===== src/rtl/mux_glitch_filter.sv =====
// mux_glitch_filter: synchronizes the hazard-prone output of a 2:1 select
// stage, qualifies each new level over STABLE_CYCLES consecutive samples,
// and publishes a clean registered level, edge pulses and a saturating
// count of rejected transitions.
module mux_glitch_filter #(
  parameter int SYNC_STAGES   = 2,
  parameter int STABLE_CYCLES = 4,
  parameter int CNT_W         = 8
) (
  input  logic             clk,
  input  logic             rst_n,
  input  logic             din,
  input  logic             clr_cnt,
  output logic             dout,
  output logic             rise,
  output logic             fall,
  output logic             busy,
  output logic [CNT_W-1:0] glitch_cnt
);

  // One extra bit so the count can hold STABLE_CYCLES-1 for any legal value.
  localparam int CW = $clog2(STABLE_CYCLES) + 1;
  localparam logic [CW-1:0]    LAST_CNT = CW'(STABLE_CYCLES - 1);
  localparam logic [CW-1:0]    ONE_CNT  = CW'(1);
  localparam logic [CNT_W-1:0] CNT_MAX  = {CNT_W{1'b1}};

  typedef enum logic [1:0] {
    ST_LOW       = 2'd0,
    ST_QUAL_HIGH = 2'd1,
    ST_HIGH      = 2'd2,
    ST_QUAL_LOW  = 2'd3
  } state_e;

  logic [SYNC_STAGES-1:0] r_sync;
  state_e                 r_state;
  state_e                 w_state_nxt;
  logic [CW-1:0]          r_count;
  logic [CW-1:0]          w_count_nxt;
  logic                   w_s;
  logic                   w_glitch;
  logic                   w_rise_nxt;
  logic                   w_fall_nxt;
  logic                   w_dout_nxt;
  logic                   w_busy_nxt;
  logic                   r_dout;
  logic                   r_rise;
  logic                   r_fall;
  logic                   r_busy;
  logic [CNT_W-1:0]       r_glitch_cnt;

  assign w_s = r_sync[SYNC_STAGES-1];

  // Shift the asynchronous input through the synchronizer chain.
  always_ff @(posedge clk or negedge rst_n) begin
    if (!rst_n) begin
      r_sync <= '0;
    end else begin
      r_sync <= {r_sync[SYNC_STAGES-2:0], din};
    end
  end

  // Next-state logic: a candidate level must persist for STABLE_CYCLES
  // samples; falling back to the current level mid-qualification is a glitch.
  always_comb begin
    w_state_nxt = r_state;
    w_count_nxt = r_count;
    w_glitch    = 1'b0;
    w_rise_nxt  = 1'b0;
    w_fall_nxt  = 1'b0;
    case (r_state)
      ST_LOW: begin
        if (w_s) begin
          w_state_nxt = ST_QUAL_HIGH;
          w_count_nxt = ONE_CNT;
        end else begin
          w_state_nxt = ST_LOW;
        end
      end
      ST_QUAL_HIGH: begin
        if (w_s) begin
          if (r_count == LAST_CNT) begin
            w_state_nxt = ST_HIGH;
            w_count_nxt = '0;
            w_rise_nxt  = 1'b1;
          end else begin
            w_count_nxt = r_count + ONE_CNT;
          end
        end else begin
          w_state_nxt = ST_LOW;
          w_count_nxt = '0;
          w_glitch    = 1'b1;
        end
      end
      ST_HIGH: begin
        if (!w_s) begin
          w_state_nxt = ST_QUAL_LOW;
          w_count_nxt = ONE_CNT;
        end else begin
          w_state_nxt = ST_HIGH;
        end
      end
      ST_QUAL_LOW: begin
        if (!w_s) begin
          if (r_count == LAST_CNT) begin
            w_state_nxt = ST_LOW;
            w_count_nxt = '0;
            w_fall_nxt  = 1'b1;
          end else begin
            w_count_nxt = r_count + ONE_CNT;
          end
        end else begin
          w_state_nxt = ST_HIGH;
          w_count_nxt = '0;
          w_glitch    = 1'b1;
        end
      end
      default: begin
        w_state_nxt = ST_LOW;
        w_count_nxt = '0;
      end
    endcase
  end

  // Output decode of the next state, so dout/busy are registered alongside it.
  always_comb begin
    w_dout_nxt = (w_state_nxt == ST_HIGH) || (w_state_nxt == ST_QUAL_LOW);
    w_busy_nxt = (w_state_nxt == ST_QUAL_HIGH) || (w_state_nxt == ST_QUAL_LOW);
  end

  // State, qualification count and registered outputs.
  always_ff @(posedge clk or negedge rst_n) begin
    if (!rst_n) begin
      r_state <= ST_LOW;
      r_count <= '0;
      r_dout  <= 1'b0;
      r_rise  <= 1'b0;
      r_fall  <= 1'b0;
      r_busy  <= 1'b0;
    end else begin
      r_state <= w_state_nxt;
      r_count <= w_count_nxt;
      r_dout  <= w_dout_nxt;
      r_rise  <= w_rise_nxt;
      r_fall  <= w_fall_nxt;
      r_busy  <= w_busy_nxt;
    end
  end

  // Saturating glitch counter; a clear request overrides a coincident event.
  always_ff @(posedge clk or negedge rst_n) begin
    if (!rst_n) begin
      r_glitch_cnt <= '0;
    end else if (clr_cnt) begin
      r_glitch_cnt <= '0;
    end else if (w_glitch && (r_glitch_cnt != CNT_MAX)) begin
      r_glitch_cnt <= r_glitch_cnt + {{(CNT_W-1){1'b0}}, 1'b1};
    end else begin
      r_glitch_cnt <= r_glitch_cnt;
    end
  end

  assign dout       = r_dout;
  assign rise       = r_rise;
  assign fall       = r_fall;
  assign busy       = r_busy;
  assign glitch_cnt = r_glitch_cnt;

endmodule


===== config.mk =====
export PLATFORM = sky130hd
export DESIGN_NAME = mux_glitch_filter
export DESIGN_NICKNAME = d
export VERILOG_FILES = /design/src/rtl/mux_glitch_filter.sv
export SDC_FILE = /design/constraint.sdc
export NUM_CORES = 1
export LEC_CHECK = 0
export ABC_AREA = 1
export CORE_MARGIN = 5
export CORE_UTILIZATION = 45
export CTS_BUF_LIST = sky130_fd_sc_hd__clkbuf_2
export CTS_CLUSTER_DIAMETER = 30
export CTS_CLUSTER_SIZE = 40
export DETAILED_ROUTE_END_ITERATION = 12
export PLACE_DENSITY = 0.73
export SYNTH_ARGS = -nofsm -noshare
export SYNTH_HDL_FRONTEND = slang
export SYNTH_SLANG_ARGS = --single-unit

===== constraint.sdc =====
create_clock -name clk -period 1.3 [get_ports clk]
set_input_delay 0.26 -clock clk [delete_from_list [all_inputs] [get_ports clk]]
set_output_delay 0.26 -clock clk [all_outputs]
set_load 0.01 [all_outputs]

# After elaboration in Yosys (flattened, before gate mapping)
# Index checks and enable logic that the tools add are counted.
[totals]
register_bits = 19
latchBits = 0
ram_bits = 0
rom_bits = 0
input_bits = 4
output_inout_bits = 12
elab_cells = 49
n_memories = 0
[classes]
addsub = 2
multipliers = 0
div = 0
order_cmp = 0
n_eq_ne = 10
shifts = 0
muxes = 23
bitwise_logic = 0
reduce_logical = 6
[ops]
columns = ["cell", "n"]
rows = [
  ["two-way mux 8 bit", 2],
  ["two-way mux 3 bit", 5],
  ["case mux 3 bit (4 select lines)", 1],
  ["two-way mux 1 bit", 9],
  ["adder 8 x 1 -> 8 bit (second input constant)", 1],
  ["equality test 2 bit (second input constant)", 4],
  ["two-way mux 2 bit", 4],
  ["inequality test 8 bit (second input constant)", 1],
  ["case mux 2 bit (4 select lines)", 1],
  ["equality test 2 x 1 -> 1 bit (second input constant)", 2],
  ["inequality test 2 bit (second input constant)", 2],
  ["adder 3 x 1 -> 3 bit (second input constant)", 1],
  ["equality test 3 x 2 -> 1 bit (second input constant)", 1],
  ["logical NOT 2 bit", 1],
  ["logical OR 1 bit", 2],
  ["case mux 1 bit (2 select lines)", 1],
  ["AND reduction 2 bit", 1],
  ["nonzero test 2 bit", 1],
  ["logical AND 1 bit", 1],
]

# Logic depth before layout (Yosys ltp)
# Gate-level depths: netlist of the first run.
[depth]
ltp_word = 6
ltp_mapped = 9
depth_no_buf = 9

# Worst setup path after synthesis of the first run
# No wires, ideal clock.
[synth_path]
kind = "reg2reg"
from = "reg r_glitch_cnt[0], in the netlist glitch_cnt[0]"
to = "reg r_glitch_cnt[2], in the netlist glitch_cnt[2]"
setup_time_ps = 118
t_arrival_ps = 1145
required_ps = 1182
path_slack_ps = 36
path_stages_with_launch = 10
n_path_buf = 0
period_less_slack_ps = 1264
path_cell_list = "dfrtp_1 > ha_1 > nand2_2 > nor2_4 > nand2_2 > nand2_4 > nand2_4 > clkinv_4 > nand2_1 > nand2_1"
[synth_between]
elab_chain_len = 3
elab_cells_between_ends = 6
cone_classes = "1 x add/sub; 1 x eq/ne; 2 x mux; 2 x reduce/logical"
[synth_rtl]
columns = ["element", "line", "source"]
rows = [
  ["start: declaration", "49", "logic [CNT_W-1:0] r_glitch_cnt;"],
  ["start signal: assignment", "156", "r_glitch_cnt <= r_glitch_cnt + {{(CNT_W-1){1'b0}}, 1'b1};"],
  ["start signal: assignment", "158", "r_glitch_cnt <= r_glitch_cnt;"],
  ["adder 8 x 1 -> 8 bit or inequality test 8 bit (tied branches)", "156, 155", ""],
  ["two-way mux 8 bit or logical AND 1 bit (tied branches)", "155", "end else if (w_glitch && (r_glitch_cnt != CNT_MAX)) begin"],
  ["two-way mux 8 bit or nonzero test 2 bit (tied branches)", "--", ""],
]
# Parallel ways exist; a longest one is shown, timed or not. The select of a mux whose other input is x is not followed.
# A chain may end at the register's enable or synchronous reset.

# Worst setup path after layout of the first run
[layout_path]
from = "reg r_glitch_cnt[1], in the netlist glitch_cnt[1]"
to = "reg r_glitch_cnt[2], in the netlist glitch_cnt[2]"
# Same word-level chain as after synthesis.

==> flow_metrics.env, run 1 <==
export IMPL_grt_start_max_net_pins=19
export IMPL_cts_htree_levels=1
export IMPL_arrival_ps=1550
export IMPL_cts_hold_buffers=0
export IMPL_switching_power_uw=595.9
export IMPL_synth_nets=111
export IMPL_peakVddDrop_v=0.0007744
export IMPL_internal_power_uw=966.8
export IMPL_place_hpwl_um=1496
export IMPL_vias=830
export IMPL_cts_num_sinks=18
export IMPL_fin_crit_ps=1337
export IMPL_fin_util_pct=64.91
export IMPL_synth_seq_area_share_pct=50.92
export IMPL_drive_gt1_share_pct=34.29
export IMPL_final_area_mm2=0.001247
export IMPL_antenna_left=0
export IMPL_top_level_ports=16
export IMPL_grt_pass1_vias=885
export IMPL_sw_frac_of_total_pct=38.13
export IMPL_crit_chain="buf_6 -> ha_4 -> nand2_4 -> nor2_4 -> nand2_2 -> nand2_4 -> nand2_4 -> inv_8 -> nand2_2 -> nand2_2"
export IMPL_worstReg2RegStart="glitch_cnt[1]"
export IMPL_seq_area_um2=450.4
export IMPL_hold_viol_final=0
export IMPL_slowest_delay_ps=430
export IMPL_cpMaxStageDelayCell="dfrtp_1"
export IMPL_ys_ff_latch=18
export IMPL_ys_types=21
export IMPL_cts_root_buf="clkbuf_2"
export IMPL_clk_pin_slew_ps=170
export IMPL_final_setup_tns_ps=-123.7
export IMPL_seqPwrFrac_pct=45.9
export IMPL_worstReg2RegEnd="glitch_cnt[2]"
export IMPL_setup_viol=6
export IMPL_drtPass1Iterations=4
export IMPL_core_area_mm2=0.001922
export IMPL_place_congestion=0.8153
export IMPL_cellLeakagePower_nw=0.6464
export IMPL_drt_iter0_drc=8
export IMPL_period_share_pct=102.8
export IMPL_clk_latency_ps=300
export IMPL_reg2reg_depth=10
export IMPL_fp_dieH_um=54.34
export IMPL_global_route_usage_total_pct=17.75
export IMPL_dieArea_mm2=0.002952
export IMPL_timing_hold_ws_ps=256.1
export IMPL_p_clk_share_pct=15.3
export IMPL_multi_input_area_um2=420.4
export IMPL_cp_max_fo=6
export IMPL_crit_type="register to register"
export IMPL_synthCells=105
export IMPL_synth_area_leader_cell="dfrtp_1"
export IMPL_critPathRequiredTime_ps=1510
export IMPL_wl_per_cell_um=12.85
export IMPL_diodes=0
export IMPL_fin_nets=147
export IMPL_rsz0062_at_grt="true"
export IMPL_floorplan_initialDensity_pct=46.03
export IMPL_powerDensity_mw_per_mm2=1253
export IMPL_cp_start_kind="register"
export IMPL_max_cap_violations=0
export IMPL_grt_pass1_wl_um=3732
export IMPL_fmax_ghz=0.7482
export IMPL_io_buffers=15
export IMPL_drc=0
export IMPL_skew_ps=8.698
export IMPL_final_common_cell="nand2_1"
export IMPL_yosys_warnings=0
export IMPL_violations="negative setup slack"
export IMPL_clock_path_buffers=2
export IMPL_grt_ovfl_total=0
export IMPL_synth_area_um2=884.6
export IMPL_antenna_found_initial=0
export IMPL_wirelength_um=2146
export IMPL_worst_pin_slew_ps=229.3
export IMPL_synth_top_area_share_pct=50.92
export IMPL_preCtsSetupSlack_ps=-29.54
export IMPL_min_path_type="input port to async pin"
export IMPL_row_count=16
export IMPL_syn2layout_area_growth_pct=41.02
export IMPL_place_area_mm2=0.001114
export IMPL_cts_tree="built"
export IMPL_worst_setup_path_end_kind="register"
export IMPL_yosys_top_cells_area="dfrtp_1 (51%), nand2_1 (12%), nor2_1 (5.9%)"
export IMPL_synth_area_per_cell_um2=8.425
export IMPL_vias_per_cell=4.970
export IMPL_combPwrFrac_pct=38.8
export IMPL_final_max_slew_viol_count=0
export IMPL_regToRegSetupSlack_ps=-40
export IMPL_cts_buffers=3
export IMPL_die_w_um=54.34
export IMPL_max_slew_margin_rel_pct=84.72
export IMPL_final_cell_mix="nand2_1 (20), dfrtp_1 (18), buf_4 (14)"
export IMPL_nFillCells=180
export IMPL_setup_slack_ps=-36.50
export IMPL_status="finished, violations left"
-- worst max path at each step --
| stage | start | to | cells after the start |
|---|---|---|---|
| floorplan | glitch_cnt[0] | glitch_cnt[2] | 9 |
| global placement | clr_cnt | glitch_cnt[7] | 6 |
| detailed placement | glitch_cnt[0] | glitch_cnt[2] | 9 |
| CTS | glitch_cnt[1] | glitch_cnt[7] | 10 |
| global route | glitch_cnt[1] | glitch_cnt[0] | 9 |
| finish | glitch_cnt[1] | glitch_cnt[2] | 10 |
-- timing repair --
action	4_1_cts	5_1_grt
gates cloned	0	0
resized for setup	24	17
pin swaps	6	5
setup endpoints to repair	19	21
buffers inserted	9	1
-- state kept, by name (all words and copies together) (netlist names) --
signal      flops
dout            1
rise            1
glitch_cnt      8
r_state         1
busy            1
r_sync          2
r_count         3
fall            1
-- per-stage QoR --
| stage | instances | power (mW) |
|---|---|---|
| finish | 167 | 1.563 |
| floorplan | 105 | 1.030 |
| global placement | 153 | 1.212 |
| CTS | 166 | 1.525 |
| global route | 167 | 1.697 |
| detailed placement | 153 | 1.243 |
-- area by class of cell --
class | instances | share of cell area [%]
clock buffers | 3 | 1.204
multi-input cells | 74 | 33.70
inverters | 13 | 4.714
repair buffers | 31 | 21.26
well taps | 27 | 2.708
flip-flops and latches | 18 | 36.11
clock inverters | 1 | 0.3009
-- synthesized netlist by cell type --
cell type / count
a21oi_1: 2
clkinv_4: 1
dfrtp_1: 18
ha_1: 2
inv_1: 6
inv_2: 5
inv_4: 1
nand2_1: 28
nand2_2: 4
nand2_4: 2
nand3_1: 8
nand3b_1: 1
nand4_1: 5
nor2_1: 14
nor2_4: 1
o21ai_0: 1
o21ai_1: 1
o21bai_1: 1
o22ai_1: 1
or2_2: 1
xor2_1: 2
-- power groups by stage --
stage	Clock [mW]	Combinational [mW]	Sequential [mW]
finish	0.239	0.607	0.717
global route	0.289	0.675	0.734
CTS	0.250	0.562	0.713
detailed placement	0	0.502	0.741
global placement	0	0.483	0.729
floorplan	0	0.282	0.748
-- kinds of logic after synthesis --
logic type	count (synthesis)	synth area share [%]
adder cells (fa/ha/maj)	2	2.828
flip-flops	18	50.92
buffers and inverters	13	6.366
AO/OA/AOI/OAI	6	3.819
AND/OR/NAND/NOR	64	34.09
XOR/XNOR	2	1.981
-- routing by layer --
layer	wire length (um)	share of wire, %	track usage, %
met5	0	0	0
met3	72	3.4	3.815
met1	840	39	19.21
met4	27	1.3	8.714
met2	1206	56	32.27
-- critical path: cells and delay by family (launching register included) --
kind | cells | cell delay, ps
fa+ha+maj | 1 | 170
flops | 1 | 430
simple gates | 7 | 470
buf+inv | 2 | 180
Note: power is estimated with default switching activity, not from simulation.
==> inputs of run 2 (changes only) <==
--- a/config.mk
+++ b/config.mk
@@ -13,6 +13,7 @@
 export CTS_CLUSTER_SIZE = 40
 export DETAILED_ROUTE_END_ITERATION = 12
 export PLACE_DENSITY = 0.73
+export SKIP_LAST_GASP = 1
 export SYNTH_ARGS = -nofsm -noshare
 export SYNTH_HDL_FRONTEND = slang
 export SYNTH_SLANG_ARGS = --single-unit
==> constraint.sdc (replaced) <==
create_clock -name clk -period 1.6 [get_ports clk]
set_input_delay 0.32 -clock clk [delete_from_list [all_inputs] [get_ports clk]]
set_output_delay 0.32 -clock clk [all_outputs]
set_load 0.01 [all_outputs]
==> flow_metrics.env, run 2 (synthesized netlist as in run 1, its figures left out) <==
export IMPL_status="finished clean"
export IMPL_globalRouteMet2Util_pct=24.70
export IMPL_die_w_um=54.34
export IMPL_wirelength_um=1717
export IMPL_nFillCells=158
export IMPL_worst_pin_slew_ps=315.1
export IMPL_min_path_type="input port to async pin"
export IMPL_hold_viol_final=0
export IMPL_diodes=0
export IMPL_cellLeakagePower_nw=0.7029
export IMPL_cp_start_kind="register"
export IMPL_max_cap_violations=0
export IMPL_cts_num_sinks=18
export IMPL_cp_num_buf_inv=1
export IMPL_syn2layout_area_growth_pct=32.96
export IMPL_wl_per_cell_um=10.73
export IMPL_fin_nets=140
export IMPL_critPathRequiredTime_ps=1280
export IMPL_busiest_layer="met2"
export IMPL_cp_max_fo=2
export IMPL_grt_pass1_wl_um=3015
export IMPL_antenna_found_initial=0
export IMPL_peakVddDrop_v=0.0006358
export IMPL_clock_path_buffers=2
export IMPL_rsz0062_at_grt="false"
export IMPL_vias_per_cell=4.669
export IMPL_crit_type="register to primary output"
export IMPL_place_congestion=0.8313
export IMPL_arrival_ps=1210
export IMPL_cts_htree_levels=1
export IMPL_final_max_slew_viol_count=0
export IMPL_powerDensity_mw_per_mm2=1024
export IMPL_fmax_ghz=0.6533
export IMPL_grt_pass1_vias=748
export IMPL_setup_slack_ps=69.28
export IMPL_grt_ovfl_total=0
export IMPL_use_met3_pct=4.360
export IMPL_fin_crit_ps=1531
export IMPL_period_share_pct=95.67
export IMPL_final_cell_mix="nand2_1 (28), dfrtp_1 (17), nor2_1 (14)"
export IMPL_crit_chain="clkdlybuf4s50_1"
export IMPL_preCtsSetupSlack_ps=253.9
export IMPL_worst_setup_path_end_kind="primary output"
export IMPL_drive_gt1_share_pct=21.05
export IMPL_final_common_cell="nand2_1"
export IMPL_global_route_usage_total_pct=14.29
export IMPL_row_count=16
export IMPL_cts_hold_buffers=0
export IMPL_largest_register_ff_count=8
export IMPL_cpMaxStageDelayCell="clkdlybuf4s50_1"
export IMPL_top_level_ports=16
export IMPL_drtPass1Iterations=4
export IMPL_drt_iter0_drc=6
export IMPL_gr_usage_met1_pct=16.10
export IMPL_setup_viol=0
export IMPL_grt_start_max_net_pins=19
export IMPL_max_slew_margin_rel_pct=78.92
export IMPL_clk_latency_ps=300
export IMPL_io_buffers=15
export IMPL_cts_tree="built"
export IMPL_place_hpwl_um=1272
export IMPL_antenna_left=0
export IMPL_core_area_mm2=0.001922
export IMPL_cts_buffers=3
export IMPL_dieArea_mm2=0.002952
export IMPL_slowest_delay_ps=540
export IMPL_clk_pin_slew_ps=180
export IMPL_power_total_mw=1.204
export IMPL_floorplan_initialDensity_pct=46.03
export IMPL_fp_dieH_um=54.34
export IMPL_vias=747
export IMPL_cpLargestDelayFamily="buffers and inverters"
export IMPL_drc=0
export IMPL_skew_ps=17.46
export IMPL_cts_root_buf="clkbuf_2"
-- run 2: timing repair --
item	CTS	global route
hold endpoints to repair	0	0
setup endpoints to repair	8	9
buffers inserted	7	1
resized for setup	1	8
-- run 2: path summary, 6_finish.rpt --
check,start,to,slack [ps],depth (start not counted)
worst max-delay path,glitch_cnt[0],glitch_cnt[0],70,1
worst min-delay path,rst_n,busy,330,2
worst max register to register,glitch_cnt[0],glitch_cnt[2],170,10
worst min register to register,r_sync[0],r_sync[1],380,0
max in group asynchronous,rst_n,glitch_cnt[2],1050,2
min in group clk,r_sync[0],r_sync[1],380,0
-- run 2: metrics by stage --
step | utilization [%] | hold WS, ps | setup TNS [ps] | cell area (um2) | cells
after global routing | 61.20 | 305.1 | 0 | 1176 | 160
after detailed placement | 55.99 | 338.9 | 0 | 1076 | 148
final | 61.20 | 326.3 | 0 | 1176 | 160
after floorplan | - | 24.41 | 0 | 884.6 | 105
after CTS | 59.77 | 316.1 | -23.35 | 1149 | 159
after global placement | 55.99 | 335.1 | 0 | 1076 | 148
-- run 2: final cells by class --
class	count	area [um2]	area share, %
clock inverters	1	3.754	0.3191
multi-input cells	74	377.9	32.13
well taps	27	33.78	2.872
repair buffers	24	237.7	20.21
inverters	13	56.30	4.787
clock buffers	3	15.01	1.277
flip-flops and latches	18	451.7	38.40
-- run 2: metal layers --
| metal | share of wire [%] | vias to the layer above | wire length, um |
|---|---|---|---|
| li1 | - | 388 | - |
| met3 | 4.2 | 0 | 72 |
| met4 | 0 | 0 | 0 |
| met1 | 44 | 347 | 752 |
| met5 | 0 | - | 0 |
| met2 | 52 | 12 | 892 |
-- run 2: where the power goes --
part           switching [mW]  internal (mW)  leakage (nW)
sequential             0.0478          0.526         0.236
combinational           0.251          0.189         0.453
clock                   0.135         0.0543        0.0140
total                   0.434          0.770         0.703
==> inputs of run 3 (changes only) <==
--- a/config.mk
+++ b/config.mk
@@ -17,3 +17,4 @@
 export SYNTH_ARGS = -nofsm -noshare
 export SYNTH_HDL_FRONTEND = slang
 export SYNTH_SLANG_ARGS = --single-unit
+export TNS_END_PERCENT = 50
==> flow_metrics.env, run 3 (synthesized netlist as in run 1, its figures left out) <==
export IMPL_vias=731
export IMPL_wl_per_cell_um=10.87
export IMPL_max_cap_violations=0
export IMPL_cp_start_kind="register"
export IMPL_floorplan_initialDensity_pct=46.03
export IMPL_fin_crit_ps=1572
export IMPL_slowest_delay_ps=540
export IMPL_cts_num_sinks=18
export IMPL_diodes=0
export IMPL_grt_pass1_vias=726
export IMPL_clock_path_buffers=2
export IMPL_grt_ovfl_total=0
export IMPL_drive_gt1_share_pct=19.23
export IMPL_reg2reg_depth=9
export IMPL_cp_max_fo=3
export IMPL_worstReg2RegEnd="glitch_cnt[2]"
export IMPL_fin_nets=137
export IMPL_arrival_ps=1250
export IMPL_syn2layout_area_growth_pct=29.28
export IMPL_core_area_mm2=0.001922
export IMPL_grt_pass1_wl_um=2939
export IMPL_global_route_usage_total_pct=13.89
export IMPL_min_path_type="input port to async pin"
export IMPL_cellLeakagePower_nw=0.6178
export IMPL_fp_dieH_um=54.34
export IMPL_hold_viol_final=0
export IMPL_rsz0062_at_grt="true"
export IMPL_cp_num_buf_inv=1
export IMPL_cts_root_buf="clkbuf_2"
export IMPL_drc=0
export IMPL_worst_setup_path_end_kind="primary output"
export IMPL_io_buffers=15
export IMPL_critPathRequiredTime_ps=1280
export IMPL_top_level_ports=16
export IMPL_skew_ps=22.26
export IMPL_powerDensity_mw_per_mm2=1031
export IMPL_status="finished clean"
export IMPL_wirelength_um=1706
export IMPL_preCtsSetupSlack_ps=253.9
export IMPL_worst_pin_slew_ps=306.7
export IMPL_max_slew_margin_rel_pct=79.48
export IMPL_drtPass1Iterations=4
export IMPL_crit_chain="clkdlybuf4s50_1"
export IMPL_antenna_found_initial=0
export IMPL_clk_latency_ps=300
export IMPL_drt_iter0_drc=4
export IMPL_fmax_ghz=0.6362
export IMPL_period_share_pct=98.24
export IMPL_setup_viol=0
export IMPL_cpMaxStageDelayCell="clkdlybuf4s50_1"
export IMPL_die_w_um=54.34
export IMPL_cts_htree_levels=1
export IMPL_cpLargestDelayFamily="buffers and inverters"
export IMPL_place_congestion=0.8313
export IMPL_place_hpwl_um=1272
export IMPL_cts_tree="built"
export IMPL_grt_start_max_net_pins=19
export IMPL_final_max_slew_viol_count=0
export IMPL_peakVddDrop_v=0.0006368
export IMPL_dieArea_mm2=0.002952
export IMPL_worstReg2RegStart="glitch_cnt[0]"
export IMPL_power_total_mw=1.179
export IMPL_crit_type="register to primary output"
export IMPL_row_count=16
export IMPL_largest_register_ff_count=8
export IMPL_final_cell_mix="nand2_1 (28), dfrtp_1 (17), nor2_1 (14)"
export IMPL_nFillCells=168
export IMPL_vias_per_cell=4.656
export IMPL_clk_pin_slew_ps=180
export IMPL_setup_slack_ps=28.19
export IMPL_cp_depth=1
export IMPL_final_common_cell="nand2_1"
export IMPL_cts_buffers=3
export IMPL_regToRegSetupSlack_ps=270
export IMPL_antenna_left=0
-- run 3: cell count changes in the layout (fill, tap and decap cells not counted) --
cell / change
dlymetal6s2s_1: -4
clkdlybuf4s50_1: +4
buf_4: -3
-- run 3: worst max path at each step --
stage             startpoint  slack (ps)            end
2_1_floorplan  glitch_cnt[0]         340  glitch_cnt[2]
3_3_place_gp         clr_cnt         260  glitch_cnt[2]
3_5_place_dp         clr_cnt         250  glitch_cnt[5]
4_1_cts                 dout         -40           dout
5_1_grt        glitch_cnt[6]         -50  glitch_cnt[6]
6_report       glitch_cnt[6]          30  glitch_cnt[6]
-- run 3: report_power, final --
group | leakage [nW] | internal (mW) | switching [mW]
sequential | 0.236 | 0.527 | 0.0609
combinational | 0.368 | 0.167 | 0.232
clock | 0.0140 | 0.0543 | 0.139
-- run 3: per-layer routing --
layer / global-route usage (%) / wire (um) / part of all wire, %
met5: 0 / 0 / 0
met4: 6.224 / 0 / 0
met3: 4.360 / 78 / 4.6
met2: 23.11 / 859 / 50
met1: 16.27 / 768 / 45
-- run 3: area by class of cell --
type                    count  area [um2]  share of cell area (%)
clock inverters             1       3.754                  0.3282
well taps                  27       33.78                   2.954
repair buffers             21       205.2                   17.94
clock buffers               3       15.01                   1.313
flip-flops and latches     18       451.7                   39.50
multi-input cells          74       377.9                   33.04
inverters                  13       56.30                   4.923
-- run 3: what timing repair did --
item                                    in CTS  in global routing
gates cloned                                 0                  0
gates resized for setup                      1                  4
hold buffers                                 0                  0
endpoints found under the setup margin       8                 10
buffers inserted                             3                  2
-- run 3: per-stage QoR --
step | setup TNS (ps) | instance area (um2) | hold slack, ps | utilization [%] | cells
after CTS | -109.6 | 1119 | 316.1 | 58.20 | 155
after detailed placement | 0 | 1076 | 338.9 | 55.99 | 148
final | 0 | 1144 | 317.7 | 59.51 | 157
after global routing | -142.9 | 1144 | 305.2 | 59.51 | 157
after floorplan | 0 | 884.6 | 24.41 | - | 105
after global placement | 0 | 1076 | 335.1 | 55.99 | 148
